File: src/rtl/wm_input_conditioner_if.sv
// Washing-machine front-panel signal bundle.
// Raw switch inputs, FSM idle status and conditioned outputs.
interface wm_input_conditioner_if;
    logic       start_pause_raw;
    logic       door_sensor_raw;
    logic [1:0] mode_select_raw;
    logic       fsm_idle;
    logic       start_pause_pulse;
    logic       door_closed;
    logic       door_open_event;
    logic [1:0] mode_sel;

    modport master (
        output start_pause_raw,
        output door_sensor_raw,
        output mode_select_raw,
        output fsm_idle,
        input  start_pause_pulse,
        input  door_closed,
        input  door_open_event,
        input  mode_sel
    );

    modport slave (
        input  start_pause_raw,
        input  door_sensor_raw,
        input  mode_select_raw,
        input  fsm_idle,
        output start_pause_pulse,
        output door_closed,
        output door_open_event,
        output mode_sel
    );
endinterface

File: src/rtl/wm_input_conditioner.sv
// Synchronizes and debounces the washer panel inputs.
// Button -> press pulse, door -> level + open event, mode -> idle-gated latch.
module wm_input_conditioner #(
    parameter int DEBOUNCE_CYCLES = 16,
    parameter int CNT_W           = 16
) (
    input  logic                   clk,
    input  logic                   reset,
    wm_input_conditioner_if.slave  io
);

    // Last count value before a stable change is accepted.
    localparam logic [CNT_W-1:0] LAST = CNT_W'(DEBOUNCE_CYCLES - 1);
    localparam logic [CNT_W-1:0] ONE  = CNT_W'(1);

    logic             btn_s1_q, btn_s2_q;
    logic             door_s1_q, door_s2_q;
    logic [1:0]       mode_s1_q, mode_s2_q;

    logic [CNT_W-1:0] btn_cnt_q, btn_cnt_d;
    logic             btn_lvl_q, btn_lvl_d;
    logic             pulse_q, pulse_d;

    logic [CNT_W-1:0] door_cnt_q, door_cnt_d;
    logic             door_lvl_q, door_lvl_d;
    logic             evt_q, evt_d;

    logic [1:0]       cand_q, cand_d;
    logic [CNT_W-1:0] mode_cnt_q, mode_cnt_d;
    logic [1:0]       mode_sel_q, mode_sel_d;

    // Two-flop synchronizers for every raw input bit.
    always_ff @(posedge clk) begin
        if (reset) begin
            btn_s1_q  <= 1'b0;
            btn_s2_q  <= 1'b0;
            door_s1_q <= 1'b0;
            door_s2_q <= 1'b0;
            mode_s1_q <= 2'b00;
            mode_s2_q <= 2'b00;
        end else begin
            btn_s1_q  <= io.start_pause_raw;
            btn_s2_q  <= btn_s1_q;
            door_s1_q <= io.door_sensor_raw;
            door_s2_q <= door_s1_q;
            mode_s1_q <= io.mode_select_raw;
            mode_s2_q <= mode_s1_q;
        end
    end

    // Button debouncer: count mismatches, flip level after a full stable run.
    always_comb begin
        btn_cnt_d = btn_cnt_q;
        btn_lvl_d = btn_lvl_q;
        if (btn_s2_q == btn_lvl_q) begin
            btn_cnt_d = '0;
        end else if (btn_cnt_q >= LAST) begin
            btn_lvl_d = ~btn_lvl_q;
            btn_cnt_d = '0;
        end else begin
            btn_cnt_d = btn_cnt_q + ONE;
        end
        pulse_d = btn_lvl_d & ~btn_lvl_q;
    end

    // Door debouncer: same rule, event only on a closed-to-open flip.
    always_comb begin
        door_cnt_d = door_cnt_q;
        door_lvl_d = door_lvl_q;
        if (door_s2_q == door_lvl_q) begin
            door_cnt_d = '0;
        end else if (door_cnt_q >= LAST) begin
            door_lvl_d = ~door_lvl_q;
            door_cnt_d = '0;
        end else begin
            door_cnt_d = door_cnt_q + ONE;
        end
        evt_d = door_lvl_q & ~door_lvl_d;
    end

    // Mode path: track a candidate, load it once stable and the FSM is idle.
    always_comb begin
        cand_d     = cand_q;
        mode_cnt_d = mode_cnt_q;
        mode_sel_d = mode_sel_q;
        if (mode_s2_q != cand_q) begin
            cand_d     = mode_s2_q;
            mode_cnt_d = '0;
        end else begin
            if (mode_cnt_q < LAST) begin
                mode_cnt_d = mode_cnt_q + ONE;
            end
            if (mode_cnt_q >= LAST && io.fsm_idle) begin
                mode_sel_d = cand_q;
            end
        end
    end

    // State registers; reset forces the door open and drops any pending pulse.
    always_ff @(posedge clk) begin
        if (reset) begin
            btn_cnt_q  <= '0;
            btn_lvl_q  <= 1'b0;
            pulse_q    <= 1'b0;
            door_cnt_q <= '0;
            door_lvl_q <= 1'b0;
            evt_q      <= 1'b0;
            cand_q     <= 2'b00;
            mode_cnt_q <= '0;
            mode_sel_q <= 2'b00;
        end else begin
            btn_cnt_q  <= btn_cnt_d;
            btn_lvl_q  <= btn_lvl_d;
            pulse_q    <= pulse_d;
            door_cnt_q <= door_cnt_d;
            door_lvl_q <= door_lvl_d;
            evt_q      <= evt_d;
            cand_q     <= cand_d;
            mode_cnt_q <= mode_cnt_d;
            mode_sel_q <= mode_sel_d;
        end
    end

    assign io.start_pause_pulse = pulse_q;
    assign io.door_closed       = door_lvl_q;
    assign io.door_open_event   = evt_q;
    assign io.mode_sel          = mode_sel_q;

endmodule

File: src/flat_wrapper.sv
// flat-port wrapper written by rule: the top's interface ports become plain ports
module wm_input_conditioner_flat 
#(
    parameter int DEBOUNCE_CYCLES = 16,
    parameter int CNT_W           = 16
)
  (clk, reset, io_start_pause_raw, io_door_sensor_raw, io_mode_select_raw, io_fsm_idle, io_start_pause_pulse, io_door_closed, io_door_open_event, io_mode_sel);
  wm_input_conditioner_if io_i ();
  input  logic clk;
  input  logic reset;
  input wire logic [$bits(io_i.start_pause_raw)-1:0] io_start_pause_raw;
  input wire logic [$bits(io_i.door_sensor_raw)-1:0] io_door_sensor_raw;
  input wire logic [$bits(io_i.mode_select_raw)-1:0] io_mode_select_raw;
  input wire logic [$bits(io_i.fsm_idle)-1:0] io_fsm_idle;
  output wire logic [$bits(io_i.start_pause_pulse)-1:0] io_start_pause_pulse;
  output wire logic [$bits(io_i.door_closed)-1:0] io_door_closed;
  output wire logic [$bits(io_i.door_open_event)-1:0] io_door_open_event;
  output wire logic [$bits(io_i.mode_sel)-1:0] io_mode_sel;
  assign io_i.start_pause_raw = io_start_pause_raw;
  assign io_i.door_sensor_raw = io_door_sensor_raw;
  assign io_i.mode_select_raw = io_mode_select_raw;
  assign io_i.fsm_idle = io_fsm_idle;
  assign io_start_pause_pulse = io_i.start_pause_pulse;
  assign io_door_closed = io_i.door_closed;
  assign io_door_open_event = io_i.door_open_event;
  assign io_mode_sel = io_i.mode_sel;
  wm_input_conditioner #(.DEBOUNCE_CYCLES(DEBOUNCE_CYCLES), .CNT_W(CNT_W)) u_core (.clk(clk), .reset(reset), .io(io_i));
endmodule
File: config.mk
export PLATFORM = sky130hd
export DESIGN_NAME = wm_input_conditioner_flat
export DESIGN_NICKNAME = d
export VERILOG_FILES = /design/src/rtl/wm_input_conditioner_if.sv /design/src/rtl/wm_input_conditioner.sv /design/src/flat_wrapper.sv
export SDC_FILE = /design/constraint.sdc
export NUM_CORES = 1
export LEC_CHECK = 0
export BUFFER_PORTS_ARGS = -buffer_cell sky130_fd_sc_hd__buf_2
export CAP_MARGIN = 20
export CORE_MARGIN = 3
export CORE_UTILIZATION = 55
export CTS_CLUSTER_SIZE = 10
export DETAILED_ROUTE_END_ITERATION = 16
export PLACE_DENSITY = 0.73
export SKIP_CTS_REPAIR_TIMING = 1
export SLEW_MARGIN = 10
export SYNTH_ARGS = -nofsm -noshare
export SYNTH_HDL_FRONTEND = slang
export SYNTH_SLANG_ARGS = --single-unit
File: constraint.sdc
create_clock -name clk -period 1.8 [get_ports clk]
set_input_delay 0.18 -clock clk [delete_from_list [all_inputs] [get_ports clk]]
set_output_delay 0.18 -clock clk [all_outputs]
set_load 0.02 [all_outputs]
# ---- After elaboration in Yosys (flattened, before gate mapping)
# Cells that the tools add are included.
dict set report classes {
  addsub 3
  n_lt_le_gt_ge 4
  n_eq_ne 3
  n_mux 4
  bitwise 6
  reduce_logical 5
}
# operator count
set ops {}
lappend ops {{16-bit by 1-bit adder with 16-bit output, second input constant} 3}
lappend ops {{16-bit by 4-bit greater-or-equal comparator with 1-bit output, second input constant} 3}
lappend ops {{16-bit by 4-bit less-than comparator with 1-bit output, second input constant} 1}
lappend ops {{3-bit OR reduction} 2}
lappend ops {{1-bit two-way mux} 4}
lappend ops {{1-bit inverter} 4}
lappend ops {{1-bit AND} 2}
lappend ops {{1-bit equality test} 2}
lappend ops {{2-bit inequality test} 1}
lappend ops {{2-bit AND reduction} 1}
lappend ops {{2-bit OR reduction} 1}
lappend ops {{1-bit logical AND} 1}
dict set report totals {
  register_bits 64
  inputBits 7
  out_inout_bits 5
  wordCells 40
}

# ---- Logic depth before layout (Yosys ltp)
# Gate-level depths: netlist of run 1.
dict set report logic_depth {
  depth_word 5
  mapped_depth 5
  mapped_depth_nobuf 5
}

# ---- Worst setup path before layout of run 1
# No wires, ideal clock.
dict set report synth_timing {
  path_type {register to register}
  start {reg u_core.mode_cnt_q[0]}
  end {reg u_core.mode_cnt_q[3]}
  setup_time_ps 70
  arrival_time_ps 1261
  t_required_ps 1730
  slack_ps 469
  path_stages_with_launch 6
  n_path_buf 0
  period_less_slack_ps 1331
  path_cell_list {dfxtp_1 ha_1 nand3_1 nand4_2 or3_1 a21oi_1}
}
dict set report synth_via {
  elab_chain_cells 1
  elab_cells_between_ends 2
  classes_between {1 x add/sub; 1 x order compare}
}
# item line_no
set synth_rtl {}
lappend synth_rtl {{start: declaration} wm_input_conditioner.sv:29} ;# logic [CNT_W-1:0] mode_cnt_q, mode_cnt_d;
lappend synth_rtl {{start signal: assignment} wm_input_conditioner.sv:119} ;# mode_cnt_q <= mode_cnt_d;
lappend synth_rtl {{16-bit by 1-bit adder with 16-bit output or 16-bit by 4-bit less-than comparator with 1-bit output (tied branches)} {wm_input_conditioner.sv:91, wm_input_conditioner.sv:90}}
# Parallel ways exist; a longest one is shown, timed or not.
# A chain may end at the register's enable or synchronous reset.

# ---- Worst setup path after layout of run 1
dict set report layout_timing {
  start {reg u_core.mode_cnt_q[12]}
  end {reg u_core.mode_cnt_q[3]}
}
dict set report layout_via {
  elab_chain_cells 1
}
# item line_no
set layout_rtl {}
lappend layout_rtl {{16-bit by 4-bit less-than comparator with 1-bit output} wm_input_conditioner.sv:90} ;# if (mode_cnt_q < LAST) begin
# Every way passes these cells.

==> reports/metrics.csv, run 1 <==
stage,metric,value,unit
final_layout,syn2layout_area_growth,16.9,%
sta,max_freq,657,MHz
setup_path,worstPathMaxFanout,7,
global_route,grt_pass1_vias,1105,
detailed_routing,routed_via_density,4.35,
clocking,cts_tree,yes,
clocking,clkTransAtPathRegs,0.09,ns
sta,fin_ws,0.278,ns
setup_path,cp_num_buf_inv,0,
synthesis,netlist_top_cells_area,"dfxtp_1 67%, and2_1 3.6%, nor2b_1 3.3%",
global_route,grt_pass1_wl,4.80,mm
synthesis,yosysMostFrequentCell,dfxtp_1,
final_layout,seqCellArea,1280,µm²
floorplan,fp.coreArea,3180,µm²
final_layout,fin_nets,215,
setup_path,path_delay_family,simple AND/OR/NAND/NOR gates,
pwr,p_sw_share,21.6,%
final_layout,fin_util,70.2,%
pwr,p_clk_share,33.2,%
detailed_routing,wirelength,2.59,mm
detailed_routing,drt-pass1-iter-count,4,
pwr,ir_worst_vdd,0.629,mV
sta,slew_headroom,45.7,%
sta,worst_pin_slew,0.808,ns
final_layout,multi_input_area,692,µm²
detailed_routing,vias,1105,
setup_path,crit_arrival,1.84,ns
setup_path,end_kind,flop,
sta,tns,0,ns
place,dp_hpwl,1.84,mm
floorplan,die_area,4210,µm²
sta,hold_violations,0,
setup_path,crit_required,2.11,ns
final_layout,drive_gt1_share,14.8,%
setup_path,max_stage_delay,0.40,ns
detailed_routing,detail_route.wl_per_cell,10.2,µm
synthesis,ys_async_sr_fraction,0,%
synthesis,ys_ff_latch,64,
detailed_routing,ant_nets,0,
synthesis,ys_seq_area_share,67.1,%
pwr,p_total,2.31,mW
hold_path,hold_path.class,input port to flop,
clocking,insertion_delay,0.38,ns
sta,timing.final.crit_share,84.5,%
setup_path,worstPathCellList,"nor4_2, nand4_2, or3_1, a21oi_1",
clocking,cts-root-buf,clkbuf_4,
clocking,clock-sinks,64,
synthesis,synth_area,1910,µm²
global_route,grt_max_degree,22,
sta,rsz0062_at_grt,false,
global_route,grt_usage,16.2,%
setup_path,crit_path_top_delay_cell,or3_1,
synthesis,synth_ff_type,dfxtp_1,
global_route,antenna_found_initial,0,
pwr,intPower,1.81,mW
sta,fin_skew,0.00818,ns
floorplan,die_w,64.9,µm
synthesis,synth_top_area_cell,dfxtp_1,
synthesis,yosys_warnings,0,
run,max_cap_violations,0,
detailed_routing,drt_iter0_drc,25,
clocking,htreeDepth,3,
sta,setup_violations,0,
global_route,grt-ovfl-total,0,
setup_path,crit_path_start_kind,flop,
pwr,p_comb_share,2.8,%
clocking,numCtsBuffers,9,
synthesis,syn_avg_cell_area,11.9,µm²
place,numPortBuffers,11,
synthesis,synth_cell_type_count,25,
place,place_congestion,0.672,
sta,drv_slew,0,
pwr,powerDensity,1030,nW/µm²
place,dp_slack,0.267,ns
floorplan,num_io_pins,12,
synthesis,synthTopCellsByCount,"64 x dfxtp_1, 15 x nor2_1, 11 x and2_1",
pwr,switchingPower,0.499,mW
floorplan,start_util,60.1,%
sta,period_needed,1.52,ns
setup_path,r2r_setup_slack,0.28,ns
sta,fin_hold_ws,0.00331,ns
pwr,power.leakage,0.959,nW
status,status,completed,
clocking,clockBufferDepth,2,
pwr,power_frac_seq,64.0,%
final_layout,n_fill_cell,255,
floorplan,row_count,20,
synthesis,synthDominantCellAreaShare,67.1,%
final_layout,diodes,0,
synthesis,synthCells,160,
detailed_routing,drc,0,
floorplan,die_h,64.9,µm
synthesis,synth_enable_flop_cells,0,
setup_path,criticalPathCategory,flop to flop,
[flip-flops by register name, indices dropped and copies added (netlist names), 2 cells and up]
| signal | flops |
|---|---|
| u_core.btn_cnt_q | 16 |
| u_core.door_cnt_q | 16 |
| u_core.mode_cnt_q | 16 |
| u_core.cand_q | 2 |
| u_core.io.mode_sel | 2 |
| u_core.mode_s1_q | 2 |
| u_core.mode_s2_q | 2 |
[kinds of logic (layout without fill, tap and decap cells)]
kind of cell,Yosys count,count (layout),share of synthesized area [%]
AOI/OAI and AO/OA,4,4,1.05
xor gates and xnor gates,9,9,4.13
adders and majority gates,3,3,1.97
buffers and inverters,6,33,1.18
DFF,64,64,67.1
muxes,5,5,2.62
other,1,24,0.196
and+or+nand+nor,68,68,21.8
[routing by layer]
metal | vias up | track usage [%] | routed length (µm) | part of all wire (%)
li1 | 604 | - | - | -
met1 | 477 | 18.1 | 1210 | 47
met2 | 18 | 23.5 | 1170 | 45
met3 | 6 | 9.36 | 144 | 5.6
met4 | 0 | 10.3 | 65 | 2.5
met5 | - | 0 | 0 | 0
[final cells by class]
type	instances	area share, %
Clock buffer	13	4.15
Clock inverter	3	0.785
Inverter	3	0.504
Multi-Input combinational cell	113	31.0
Sequential cell	64	57.4
Tap cell	44	2.47
Timing Repair Buffer	14	3.70
[final timing paths]
kind,start,end,cells after the start
setup reg to reg,u_core.mode_cnt_q[12]$_SDFFE_PP0N_,u_core.mode_cnt_q[3]$_SDFFE_PP0N_,4
hold reg to reg,u_core.mode_s1_q[0]$_SDFF_PP0_,u_core.mode_s2_q[0]$_SDFF_PP0_,1
setup / recovery,u_core.mode_cnt_q[12]$_SDFFE_PP0N_,u_core.mode_cnt_q[3]$_SDFFE_PP0N_,4
hold / removal,io_mode_select_raw[0],u_core.mode_s1_q[0]$_SDFF_PP0_,2
[worst register-to-register path, cell delays in order (launching register included)]
cell     delay [ns]
dfxtp_1        0.33
nor4_2         0.33
nand4_2        0.25
or3_1          0.40
a21oi_1        0.16
[cell usage in the layout, fill, tap and decap left out, drive strengths merged]
| cell type | instances |
|---|---|
| clkinvlp | 1 |
| nor2b | 10 |
| clkbuf | 13 |
| dlygate4sd3 | 2 |
| xor2 | 5 |
| nand4 | 3 |
| nor3 | 1 |
| xnor2 | 4 |
| dfxtp | 64 |
| or3 | 5 |
| and2 | 12 |
| a21oi | 2 |
| mux2i | 5 |
| buf | 12 |
| o21ai | 2 |
| nor4 | 9 |
| inv | 3 |
| nor2 | 15 |
| conb | 24 |
| clkinv | 2 |
| ha | 3 |
| nand3 | 6 |
| nand2b | 4 |
| and3 | 3 |
[power by group through the flow]
stage	sequential [mW]	combinational [mW]	clock [mW]
after floorplan	1.51	0.0427	0
after global placement	1.51	0.0582	0
after detailed placement	1.51	0.0603	0
after CTS	1.48	0.0605	0.801
after global routing	1.48	0.0769	0.875
final	1.48	0.0644	0.767
[stage by stage]
stage / instance area, µm² / instances
after floorplan: 2000 / 183
after global placement: 2100 / 236
after global routing: 2230 / 254
final: 2230 / 254
after detailed placement: 2100 / 236
after CTS: 2210 / 252
Power figures use the tool's default switching activity.
==> inputs of run 2 (changes only) <==
CORE_UTILIZATION = 51   (was 55)
PLACE_DENSITY = 0.71   (was 0.73)
clock period = 1.3 ns   (was 1.8 ns; I/O delays follow)
==> run 2 against run 1 <==
Net effect: the run now ends with setup timing left; sequential share of layout area fell by 7.0 points; worst hold slack gained 0.011 ns; combinational power rose by 79%; sequential power grew 39%; register-to-register slack lost 0.34 ns; final area increased by 14%; global-route usage is 0.58 points higher; largest cell class unchanged; highest routed layer unchanged.
==> reports/metrics.csv, run 2 (synthesis gave the netlist of run 1 again) <==
stage,metric,value,unit,change
global_route,grt_max_degree,13,,-41%
clocking,cts-root-buf,clkbuf_8,,
clocking,cts_tree,yes,,
status,status,"finished, violations left",,
sta,setup_violations,5,,+5
sta,tns,-0.125,ns,-0.125 ns
final_layout,seqCellArea,1290,µm²,+0.39%
place,place_area,2180,µm²,+3.9%
detailed_routing,drt-pass1-iter-count,4,,unchanged
setup_path,crit_arrival,1.61,ns,-0.23 ns
setup_path,crit_path_start_kind,flop,,
detailed_routing,wirelength,3.25,mm,+26%
final_layout,fin_cells,265,,+4.3%
pwr,powerDensity,1620,nW/µm²,+56%
clocking,clock-sinks,64,,unchanged
place,place_congestion,0.748,,+11%
place,dp_hpwl,2.11,mm,+15%
status,violations,setup timing,,
setup_path,r2r_end,u_core.mode_cnt_q[2]$_SDFFE_PP0N_,,
setup_path,r2r_setup_slack,-0.06,ns,-0.34 ns
sta,rsz0062_at_grt,true,,
final_layout,syn2layout_area_growth,33.7,%,
final_layout,multi_input_area,820,µm²,+18%
final_layout,final_area,2550,µm²,+14%
setup_path,crit_required,1.55,ns,-0.56 ns
global_route,grt_pass1_wl,5.27,mm,+9.9%
floorplan,die_h,67.2,µm,+3.5%
pwr,ir_worst_vdd,1.01,mV,+61%
sta,fin_skew,0.00563,ns,-0.00255 ns
setup_path,r2r_start,u_core.mode_cnt_q[11]$_SDFFE_PP0N_,,
final_layout,drive_gt1_share,30.1,%,+15 points
place,dp_cells,248,,+5.1%
detailed_routing,routed_via_density,4.46,,+2.4%
global_route,grt_usage,16.8,%,+0.58 points
clocking,insertion_delay,0.32,ns,-0.06 ns
global_route,grt-ovfl-total,0,,unchanged
floorplan,fp.coreArea,3470,µm²,+9.1%
final_layout,final_common_cell,dfxtp_1,,
detailed_routing,drt_iter0_drc,31,,+24%
final_layout,n_fill_cell,253,,-0.78%
sta,fin_ws,-0.0590,ns,-0.337 ns
floorplan,start_util,55.1,%,-5.0 points
detailed_routing,vias,1181,,+6.9%
hold_path,hold_path.class,input port to flop,,
hold_path,hold_end,u_core.door_s1_q$_SDFF_PP0_,,
clocking,numCtsBuffers,9,,unchanged
global_route,antenna_found_initial,0,,unchanged
setup_path,criticalPathCategory,flop to flop,,
hold_path,holdPathStages,2,,unchanged
final_layout,diodes,0,,unchanged
final_layout,final_cell_mix,"60 x dfxtp_1, 24 x conb_1, 12 x buf_2",,
global_route,grt_pass1_vias,1208,,+9.3%
detailed_routing,drc,0,,unchanged
setup_path,end_kind,flop,,
final_layout,top_regs,"u_core.btn_cnt_q: 16 flops, u_core.door_cnt_q: 16 flops, u_core.mode_cnt_q: 16 flops",,
floorplan,die_area,4510,µm²,+7.1%
floorplan,row_count,21,,+5.0%
setup_path,reg2reg_depth,4,,unchanged
clocking,clkTransAtPathRegs,0.07,ns,-0.02 ns
hold_path,worstHoldStart,io_door_sensor_raw,,
detailed_routing,detail_route.wl_per_cell,12.3,µm,+20%
detailed_routing,ant_nets,0,,unchanged
sta,drv_slew,0,,unchanged
setup_path,worstPathMaxFanout,4,,-3
floorplan,die_w,67.2,µm,+3.5%
pwr,p_total,4.13,mW,+79%
sta,max_freq,736,MHz,+12%
setup_path,worstSetupStartpoint,u_core.mode_cnt_q[11]$_SDFFE_PP0N_,,
clocking,clockBufferDepth,2,,unchanged
sta,timing.final.crit_share,105,%,+20 points
clocking,htreeDepth,3,,unchanged
floorplan,num_io_pins,12,,unchanged
place,numPortBuffers,11,,unchanged
sta,hold_violations,0,,unchanged
final_layout,fin_nets,224,,+4.2%
run,max_cap_violations,0,,unchanged
pwr,power.leakage,1.08,nW,+12%
sta,period_needed,1.36,ns,-0.163 ns
[run 2: where the power goes]
| part | internal (mW) | leakage (nW) | switching (mW) | total, mW |
|---|---|---|---|---|
| Clock | 1.27 | 0.116 | 0.689 | 1.96 |
| Sequential | 2.03 | 0.528 | 0.0316 | 2.06 |
| Combinational | 0.0556 | 0.432 | 0.0593 | 0.115 |
| Total | 3.35 | 1.08 | 0.780 | 4.13 |
[run 2: layout make-up]
class / instances / area share [%]
Tap cell: 46 / 2.25
Timing Repair Buffer: 23 / 5.59
Clock buffer: 10 / 5.00
Clock inverter: 6 / 4.22
Multi-Input combinational cell: 113 / 32.1
Inverter: 3 / 0.441
Sequential cell: 64 / 50.4
[run 2: worst max-delay path: stages (launching register included)]
cell and delay [ns]:
dfxtp_2 0.34, nor4_4 0.30, nand4_2 0.16, or3_1 0.35
a21oi_2 0.14
[run 2: layer usage]
metal	GRT usage, %	share of wire (%)	wire length [µm]
met3	5.66	3.0	97
met5	0	0	0
met4	12.9	1.5	50
met2	27.5	57	1840
met1	17.7	39	1260
[run 2: worst max path at each step]
stage,end,slack [ns]
after floorplan,u_core.mode_cnt_q[3]$_SDFFE_PP0N_,0.008
after global placement,u_core.mode_cnt_q[4]$_SDFFE_PP0N_,-0.09
after detailed placement,u_core.mode_cnt_q[4]$_SDFFE_PP0N_,-0.24
after CTS,u_core.mode_cnt_q[4]$_SDFFE_PP0N_,-0.28
after global routing,u_core.door_cnt_q[1]$_SDFF_PP0_,-0.13
final,u_core.mode_cnt_q[2]$_SDFFE_PP0N_,-0.06
[run 2: stage by stage]
stage	setup slack, ns	hold slack [ns]	utilization [%]
2_1_floorplan	0.00802	0.258	-
3_3_place_gp	-0.0932	0.339	63.0
3_5_place_dp	-0.240	0.343	63.0
4_1_cts	-0.276	-0.00337	69.8
5_1_grt	-0.129	0.0197	73.6
6_report	-0.0590	0.0141	73.6
